### config.mk
export PLATFORM = sky130hd
export DESIGN_NAME = dmem_arbiter_flat
export DESIGN_NICKNAME = d
export VERILOG_FILES = /design/src/rtl/dmem_arbiter_if.sv /design/src/rtl/dmem_arbiter.sv /design/src/flat_wrapper.sv
export SDC_FILE = /design/constraint.sdc
export NUM_CORES = 1
export LEC_CHECK = 0
export ABC_CLOCK_PERIOD_IN_PS = 1850
export CAP_MARGIN = 10
export CORE_ASPECT_RATIO = 0.7
export CORE_MARGIN = 8
export CORE_UTILIZATION = 37
export CTS_BUF_LIST = sky130_fd_sc_hd__clkbuf_8
export DETAILED_ROUTE_END_ITERATION = 12
export GPL_TIMING_DRIVEN = 0
export PLACE_DENSITY = 0.81
export SETUP_SLACK_MARGIN = 0.1
export SKIP_LAST_GASP = 1
export SYNTH_ARGS = -nofsm -noshare
export SYNTH_HDL_FRONTEND = slang
export SYNTH_SLANG_ARGS = --single-unit
### constraint.sdc
create_clock -name clk -period 1.85 [get_ports clk]
set_input_delay 0.37 -clock clk [delete_from_list [all_inputs] [get_ports clk]]
set_output_delay 0.37 -clock clk [all_outputs]
set_load 0.05 [all_outputs]
### src/rtl/dmem_arbiter_if.sv
// Two-requester data-memory bus: A/B transaction ports plus the shared memory drive.
// slave is the arbiter's view; master is the requesters-plus-memory view.
interface dmem_arbiter_if;
  logic               a_req,   b_req;
  logic               a_we,    b_we;
  logic [31:0]        a_addr,  b_addr;
  logic signed [31:0] a_wdata, b_wdata;
  logic               a_gnt,   b_gnt;
  logic               a_rvalid, b_rvalid;
  logic signed [31:0] a_rdata, b_rdata;
  logic [31:0]        mem_address;
  logic               mem_read_wire, mem_write_wire;
  logic signed [31:0] mem_write_data;
  logic signed [31:0] mem_read_data;

  modport slave (
    input  a_req, b_req, a_we, b_we, a_addr, b_addr, a_wdata, b_wdata, mem_read_data,
    output a_gnt, b_gnt, a_rvalid, b_rvalid, a_rdata, b_rdata,
           mem_address, mem_read_wire, mem_write_wire, mem_write_data
  );

  modport master (
    output a_req, b_req, a_we, b_we, a_addr, b_addr, a_wdata, b_wdata, mem_read_data,
    input  a_gnt, b_gnt, a_rvalid, b_rvalid, a_rdata, b_rdata,
           mem_address, mem_read_wire, mem_write_wire, mem_write_data
  );
endinterface

### src/rtl/dmem_arbiter.sv
// Two-port data-memory arbiter: A has priority, B is forced through after
// STARVE_LIMIT consecutive A grants while it waits. One transaction in flight.
module dmem_arbiter #(
  parameter int unsigned STARVE_LIMIT = 8
) (
  input  logic           clk,
  input  logic           rst_n,
  dmem_arbiter_if.slave  bus
);
  typedef enum logic [1:0] {IDLE, ISSUE, RDWAIT} state_t;

  localparam logic [7:0] LIMIT = 8'(STARVE_LIMIT);

  state_t             state_q, state_d;
  logic               win_b_q, win_b_d;
  logic               we_q, we_d;
  logic [31:0]        addr_q, addr_d;
  logic signed [31:0] wdata_q, wdata_d;
  logic [7:0]         starve_q, starve_d;
  logic               a_rvalid_q, a_rvalid_d, b_rvalid_q, b_rvalid_d;
  logic signed [31:0] a_rdata_q, a_rdata_d, b_rdata_q, b_rdata_d;
  logic               pick_b;
  logic               issue;

  always_ff @(posedge clk) begin
    if (!rst_n) begin
      state_q    <= IDLE;
      win_b_q    <= 1'b0;
      we_q       <= 1'b0;
      addr_q     <= '0;
      wdata_q    <= '0;
      starve_q   <= '0;
      a_rvalid_q <= 1'b0;
      b_rvalid_q <= 1'b0;
      a_rdata_q  <= '0;
      b_rdata_q  <= '0;
    end else begin
      state_q    <= state_d;
      win_b_q    <= win_b_d;
      we_q       <= we_d;
      addr_q     <= addr_d;
      wdata_q    <= wdata_d;
      starve_q   <= starve_d;
      a_rvalid_q <= a_rvalid_d;
      b_rvalid_q <= b_rvalid_d;
      a_rdata_q  <= a_rdata_d;
      b_rdata_q  <= b_rdata_d;
    end
  end

  always_comb begin
    state_d    = state_q;
    win_b_d    = win_b_q;
    we_d       = we_q;
    addr_d     = addr_q;
    wdata_d    = wdata_q;
    starve_d   = starve_q;
    a_rvalid_d = 1'b0;
    b_rvalid_d = 1'b0;
    a_rdata_d  = a_rdata_q;
    b_rdata_d  = b_rdata_q;
    pick_b     = bus.b_req && (!bus.a_req || starve_q == LIMIT);
    case (state_q)
      IDLE: begin
        if (!bus.b_req) starve_d = '0;
        if (bus.a_req || bus.b_req) begin
          state_d = ISSUE;
          win_b_d = pick_b;
          we_d    = pick_b ? bus.b_we    : bus.a_we;
          addr_d  = pick_b ? bus.b_addr  : bus.a_addr;
          wdata_d = pick_b ? bus.b_wdata : bus.a_wdata;
          // Only A wins that leave B waiting count toward forcing B through
          if (pick_b)                                starve_d = '0;
          else if (bus.b_req && starve_q < LIMIT)    starve_d = starve_q + 8'd1;
        end
      end
      ISSUE:   state_d = we_q ? IDLE : RDWAIT;
      RDWAIT: begin
        state_d = IDLE;
        if (win_b_q) begin
          b_rvalid_d = 1'b1;
          b_rdata_d  = bus.mem_read_data;
        end else begin
          a_rvalid_d = 1'b1;
          a_rdata_d  = bus.mem_read_data;
        end
      end
      default: state_d = IDLE;
    endcase
  end

  assign issue              = (state_q == ISSUE);
  assign bus.a_gnt          = issue && !win_b_q;
  assign bus.b_gnt          = issue &&  win_b_q;
  assign bus.mem_address    = issue ? addr_q : '0;
  assign bus.mem_read_wire  = issue && !we_q;
  assign bus.mem_write_wire = issue &&  we_q;
  assign bus.mem_write_data = (issue && we_q) ? wdata_q : '0;
  assign bus.a_rvalid       = a_rvalid_q;
  assign bus.b_rvalid       = b_rvalid_q;
  assign bus.a_rdata        = a_rdata_q;
  assign bus.b_rdata        = b_rdata_q;
endmodule

### src/flat_wrapper.sv
// flat-port wrapper written by rule: the top's interface ports become plain ports
module dmem_arbiter_flat 
#(
  parameter int unsigned STARVE_LIMIT = 8
)
  (clk, rst_n, bus_a_req, bus_b_req, bus_a_we, bus_b_we, bus_a_addr, bus_b_addr, bus_a_wdata, bus_b_wdata, bus_mem_read_data, bus_a_gnt, bus_b_gnt, bus_a_rvalid, bus_b_rvalid, bus_a_rdata, bus_b_rdata, bus_mem_address, bus_mem_read_wire, bus_mem_write_wire, bus_mem_write_data);
  dmem_arbiter_if bus_i ();
  input  logic clk;
  input  logic rst_n;
  input wire logic [$bits(bus_i.a_req)-1:0] bus_a_req;
  input wire logic [$bits(bus_i.b_req)-1:0] bus_b_req;
  input wire logic [$bits(bus_i.a_we)-1:0] bus_a_we;
  input wire logic [$bits(bus_i.b_we)-1:0] bus_b_we;
  input wire logic [$bits(bus_i.a_addr)-1:0] bus_a_addr;
  input wire logic [$bits(bus_i.b_addr)-1:0] bus_b_addr;
  input wire logic [$bits(bus_i.a_wdata)-1:0] bus_a_wdata;
  input wire logic [$bits(bus_i.b_wdata)-1:0] bus_b_wdata;
  input wire logic [$bits(bus_i.mem_read_data)-1:0] bus_mem_read_data;
  output wire logic [$bits(bus_i.a_gnt)-1:0] bus_a_gnt;
  output wire logic [$bits(bus_i.b_gnt)-1:0] bus_b_gnt;
  output wire logic [$bits(bus_i.a_rvalid)-1:0] bus_a_rvalid;
  output wire logic [$bits(bus_i.b_rvalid)-1:0] bus_b_rvalid;
  output wire logic [$bits(bus_i.a_rdata)-1:0] bus_a_rdata;
  output wire logic [$bits(bus_i.b_rdata)-1:0] bus_b_rdata;
  output wire logic [$bits(bus_i.mem_address)-1:0] bus_mem_address;
  output wire logic [$bits(bus_i.mem_read_wire)-1:0] bus_mem_read_wire;
  output wire logic [$bits(bus_i.mem_write_wire)-1:0] bus_mem_write_wire;
  output wire logic [$bits(bus_i.mem_write_data)-1:0] bus_mem_write_data;
  assign bus_i.a_req = bus_a_req;
  assign bus_i.b_req = bus_b_req;
  assign bus_i.a_we = bus_a_we;
  assign bus_i.b_we = bus_b_we;
  assign bus_i.a_addr = bus_a_addr;
  assign bus_i.b_addr = bus_b_addr;
  assign bus_i.a_wdata = bus_a_wdata;
  assign bus_i.b_wdata = bus_b_wdata;
  assign bus_i.mem_read_data = bus_mem_read_data;
  assign bus_a_gnt = bus_i.a_gnt;
  assign bus_b_gnt = bus_i.b_gnt;
  assign bus_a_rvalid = bus_i.a_rvalid;
  assign bus_b_rvalid = bus_i.b_rvalid;
  assign bus_a_rdata = bus_i.a_rdata;
  assign bus_b_rdata = bus_i.b_rdata;
  assign bus_mem_address = bus_i.mem_address;
  assign bus_mem_read_wire = bus_i.mem_read_wire;
  assign bus_mem_write_wire = bus_i.mem_write_wire;
  assign bus_mem_write_data = bus_i.mem_write_data;
  dmem_arbiter #(.STARVE_LIMIT(STARVE_LIMIT)) u_core (.clk(clk), .rst_n(rst_n), .bus(bus_i));
endmodule
==> impl_results.md <==
- Smallest setup slack after layout: -0.2066 ns
- Detail-routed via count per cell: approximately 5.3
- Cell Area, Placed: 9270 um^2
- Final Power: 8018 uW
- Non-Filler Cell Area, Final: 10,820 um^2
- Share of the synthesized area in compound gates (AO/OA/AOI/OAI): 25.63%
- Cell type with the highest aggregate area in the netlist: dfxtp_1
- First-pass GRT wire length: 37.69 mm
- Initial antenna violation count: 2
- RSZ-0062 raised after global routing: yes
- Mean instance size in the synthesized netlist: 8.898 um^2
- Master cell of the clock root buffer: clkbuf_8
- Initial core utilization: a little under two fifths
- Required time reported for the critical path endpoint: 1.48 ns
- # setup viols final: just over 70
- Standard-cell row count: 39
- Endpoint kind of the worst setup timing path: primary output
- Remaining number of nets flagged by the antenna check after routing: 0
- Top achievable clock speed: 0.4862 GHz
- Sum of overflow across all layers after global routing: 0
- Worst-case vdd ir drop: 424.5 uV
- Maximum fanout encountered on the critical timing path: 6
- Xor and xnor area share after synthesis: 0%
- Sequential share of the synthesized area: 47.54%
- Max stage delay cell, worst path: dfxtp_2
- Core ar.: 16,050 um^2
- Simple-gate portion of the synthesized area: 21.78%
- Post-placement cell count: 1,174
- Die boundary height: 122.4 um
- Largest net degree at the start of global routing: 17
- Setup slack after placement: -1.362 ns
- Clock tree from TritonCTS: yes
- CTS Hold Buffers Added: 0
- Vias in the first global route: ~6,500
- Commonest cells in the synthesized netlist: dfxtp_1 (142), nand2_1 (132), a21oi_1 (68)
- Total number of vias: 6,588
- Cell Pwr Density: 740.8 nW/um^2
- 1st-iter DRT viols: 407
- Failing checks: setup timing
- Maximum cell stage delay along the critical path: 0.34 ns
- Final Hold Violating Endpoints: 0
- FFs w/ async S/R, synth: 0%
- Total of warnings raised by yosys: 0
- Wire length reported by the detailed router: 25.54 mm
- Worst setup path class: register to primary output
- Overall Global Routing Usage: approximately a quarter
- Post-route DRC: 0
- Post-route clock skew: 0.008187 ns
- Crit-path cells: nor2b_4 -> buf_8 -> clkbuf_16 -> and3_4 -> buf_8
- Post-route minimum period: slightly above 2 ns
- Proportion of synthesized area in mux cells: 0.1674%
- Synth Register Bits: 142
- Reported max-cap violation count: 0
- Least-Margin Pin Slew: 0.5813 ns
- Sequential cell area: 2851 um^2
- Cells after synthesis: 672
- Overall die width: 167.9 um
- Fin crit share: 111.2%
- Top FF cell, synth: dfxtp_1
- Dpl hpwl: 18.09 mm
- Leakage: 0.004809 uW
- Library cell with the highest instance count after synthesis: dfxtp_1
- Layout net count: 1,198
- Netlist Area Pre-Place: ~6000 um^2
- Number of pins exceeding their max-slew limit in the final report: 0
- Result of the run: finished, violations left
- Final standard cell count with taps included and fillers excluded: 1,250
- H-tree levels: 4
- Yosys top cell area share: 47.54%
- Main combinational cell family by area after synthesis: compound AO/OA/AOI/OAI gates
- EDFF count, synth: 0
- Share of final-layout standard cells stronger than drive strength 1: 26.27%
- Worst hold path class: input pin to register
- Clk pin slew, worst setup/hold paths: 0.09 ns
- Top area cells in the synthesized netlist: dfxtp_1 (48%), a22o_1 (9.4%), nand2_1 (8.3%), and2_1 (6.4%), a21oi_1 (5.7%)
- Final RePlAce weighted congestion: 0.8310
- Fraction of the mapped netlist area in adder cells: 0.4185%
- Top-level I/O count: 300
- Multi-input logic area: 3090 um^2
- Layout fillers: 1,260
- First-pass iteration count of the detailed router: 5
- Number of distinct standard cells referenced by the synthesized netlist: 41
- Die Footprint: 20,550 um^2
- Critical path's most frequent cell: buf_8
- Post-DR wirelength/cell: 20.43 um
- Area added between synthesis and finish: 81.02%
- Post-synthesis net count: 840
- Nature of the critical path startpoint: register
- Number of buffers on the longest clock path: 2
- Skew-Pair Late Insertion Delay: 0.46 ns
- Clock buffers created by TritonCTS: 17
- Clk sinks: 142
- IO buf count: slightly below 300
- Data arrival time of the worst path: 1.69 ns
- Worst slew slack as a fraction of its limit: 61.25%
[cell families (layout without fill, tap and decap cells)]
logic type | Yosys count | count (layout)
AOI/OAI and AO/OA | 208 | 208
adders and majority gates | 2 | 2
buffers and inverters | 62 | 433
DFF | 142 | 142
muxes | 1 | 1
other | 0 | 2
and+or+nand+nor | 257 | 257
[cells in the final DEF, fill, tap and decap left out, types with 3 or more instances in the layout]
master	instances
clkdlybuf4s50_1	163
dfxtp_1	137
nand2_1	131
a21oi_1	67
a22o_1	64
buf_8	56
a21o_1	42
clkdlybuf4s15_1	40
buf_6	39
and2_1	27
buf_4	25
clkbuf_2	24
a221o_1	23
and2_2	20
and3_1	20
clkbuf_8	19
dlygate4sd2_1	15
and2_4	14
and3_4	13
clkbuf_1	12
clkbuf_4	7
nor2_1	7
clkinv_4	5
clkbuf_16	4
buf_2	4
inv_6	4
bufinv_16	4
buf_16	4
dfxtp_2	4
nand4_1	3
buf_12	3
[final cells by class]
| type | count | share of cell area, % |
|---|---|---|
| Inverter | 3 | 0.1040 |
| Sequential cell | 142 | 26.34 |
| Clock inverter | 15 | 1.930 |
| Multi-Input combinational cell | 468 | 28.55 |
| Buffer | 59 | 4.612 |
| Antenna cell | 2 | 0.04624 |
| Clock buffer | 17 | 2.162 |
| Tap cell | 205 | 2.370 |
| Timing Repair Buffer | 339 | 33.88 |
[worst paths after layout]
check | start | end | slack, ns | cells after the start
worst max register to register | u_core.starve_q[1] | u_core.wdata_q[14] | -0.03 | 9
worst min-delay path | bus_b_req | u_core.starve_q[0] | 0.32 | 3
worst min register to register | u_core.bus.b_rdata[2] | u_core.bus.b_rdata[2] | 0.46 | 2
worst max-delay path | u_core.state_q[0] | bus_mem_write_data[25] | -0.21 | 5
[flip-flops by register name, summed over array words and instances (netlist names)]
signal	cells
u_core.we_q	1
u_core.bus.a_rvalid	1
u_core.state_q	2
u_core.bus.b_rdata	32
u_core.starve_q	8
u_core.bus.a_rdata	32
u_core.win_b_q	1
u_core.wdata_q	32
u_core.bus.b_rvalid	1
u_core.addr_q	32
[repair_timing]
action | 4_1_cts | 5_1_grt
cloned | 12 | 3
pin swaps | 43 | 33
endpoints found under the setup margin | 229 | 240
setup buffers | 22 | 8
gates resized for setup | 706 | 134
[stage by stage]
stage               utilization, %  TNS [ns]  hold WS (ns)
global route                 67.41    -14.75        0.3128
CTS                          66.20    -14.90        0.2786
finish                       67.42    -9.883        0.3239
detailed placement           57.74   -106.23        0.4453
global placement             57.74   -104.11        0.4406
floorplan                        -         0        0.4514
[routing by layer]
metal	vias to the layer above	share of wire (%)	GRT usage, %
li1	3106	-	-
met1	3134	42	29.84
met2	301	46	37.07
met3	45	9.5	7.744
met4	2	2.5	9.783
met5	-	0.051	0
[where the power goes]
group	total [uW]	switching (uW)	leakage (uW)	internal, uW
Clock	2850	1360	0.000225	1490
Combinational	1830	873	0.00342	955
Sequential	3340	106	0.00116	3240
[worst max-delay path: cells and delay by family (launching register included)]
family / cells / cell delay [ns]
buffers and inverters: 3 / 0.48
DFF: 1 / 0.34
and+or+nand+nor: 2 / 0.40
Note: power is estimated with default switching activity, not from simulation.
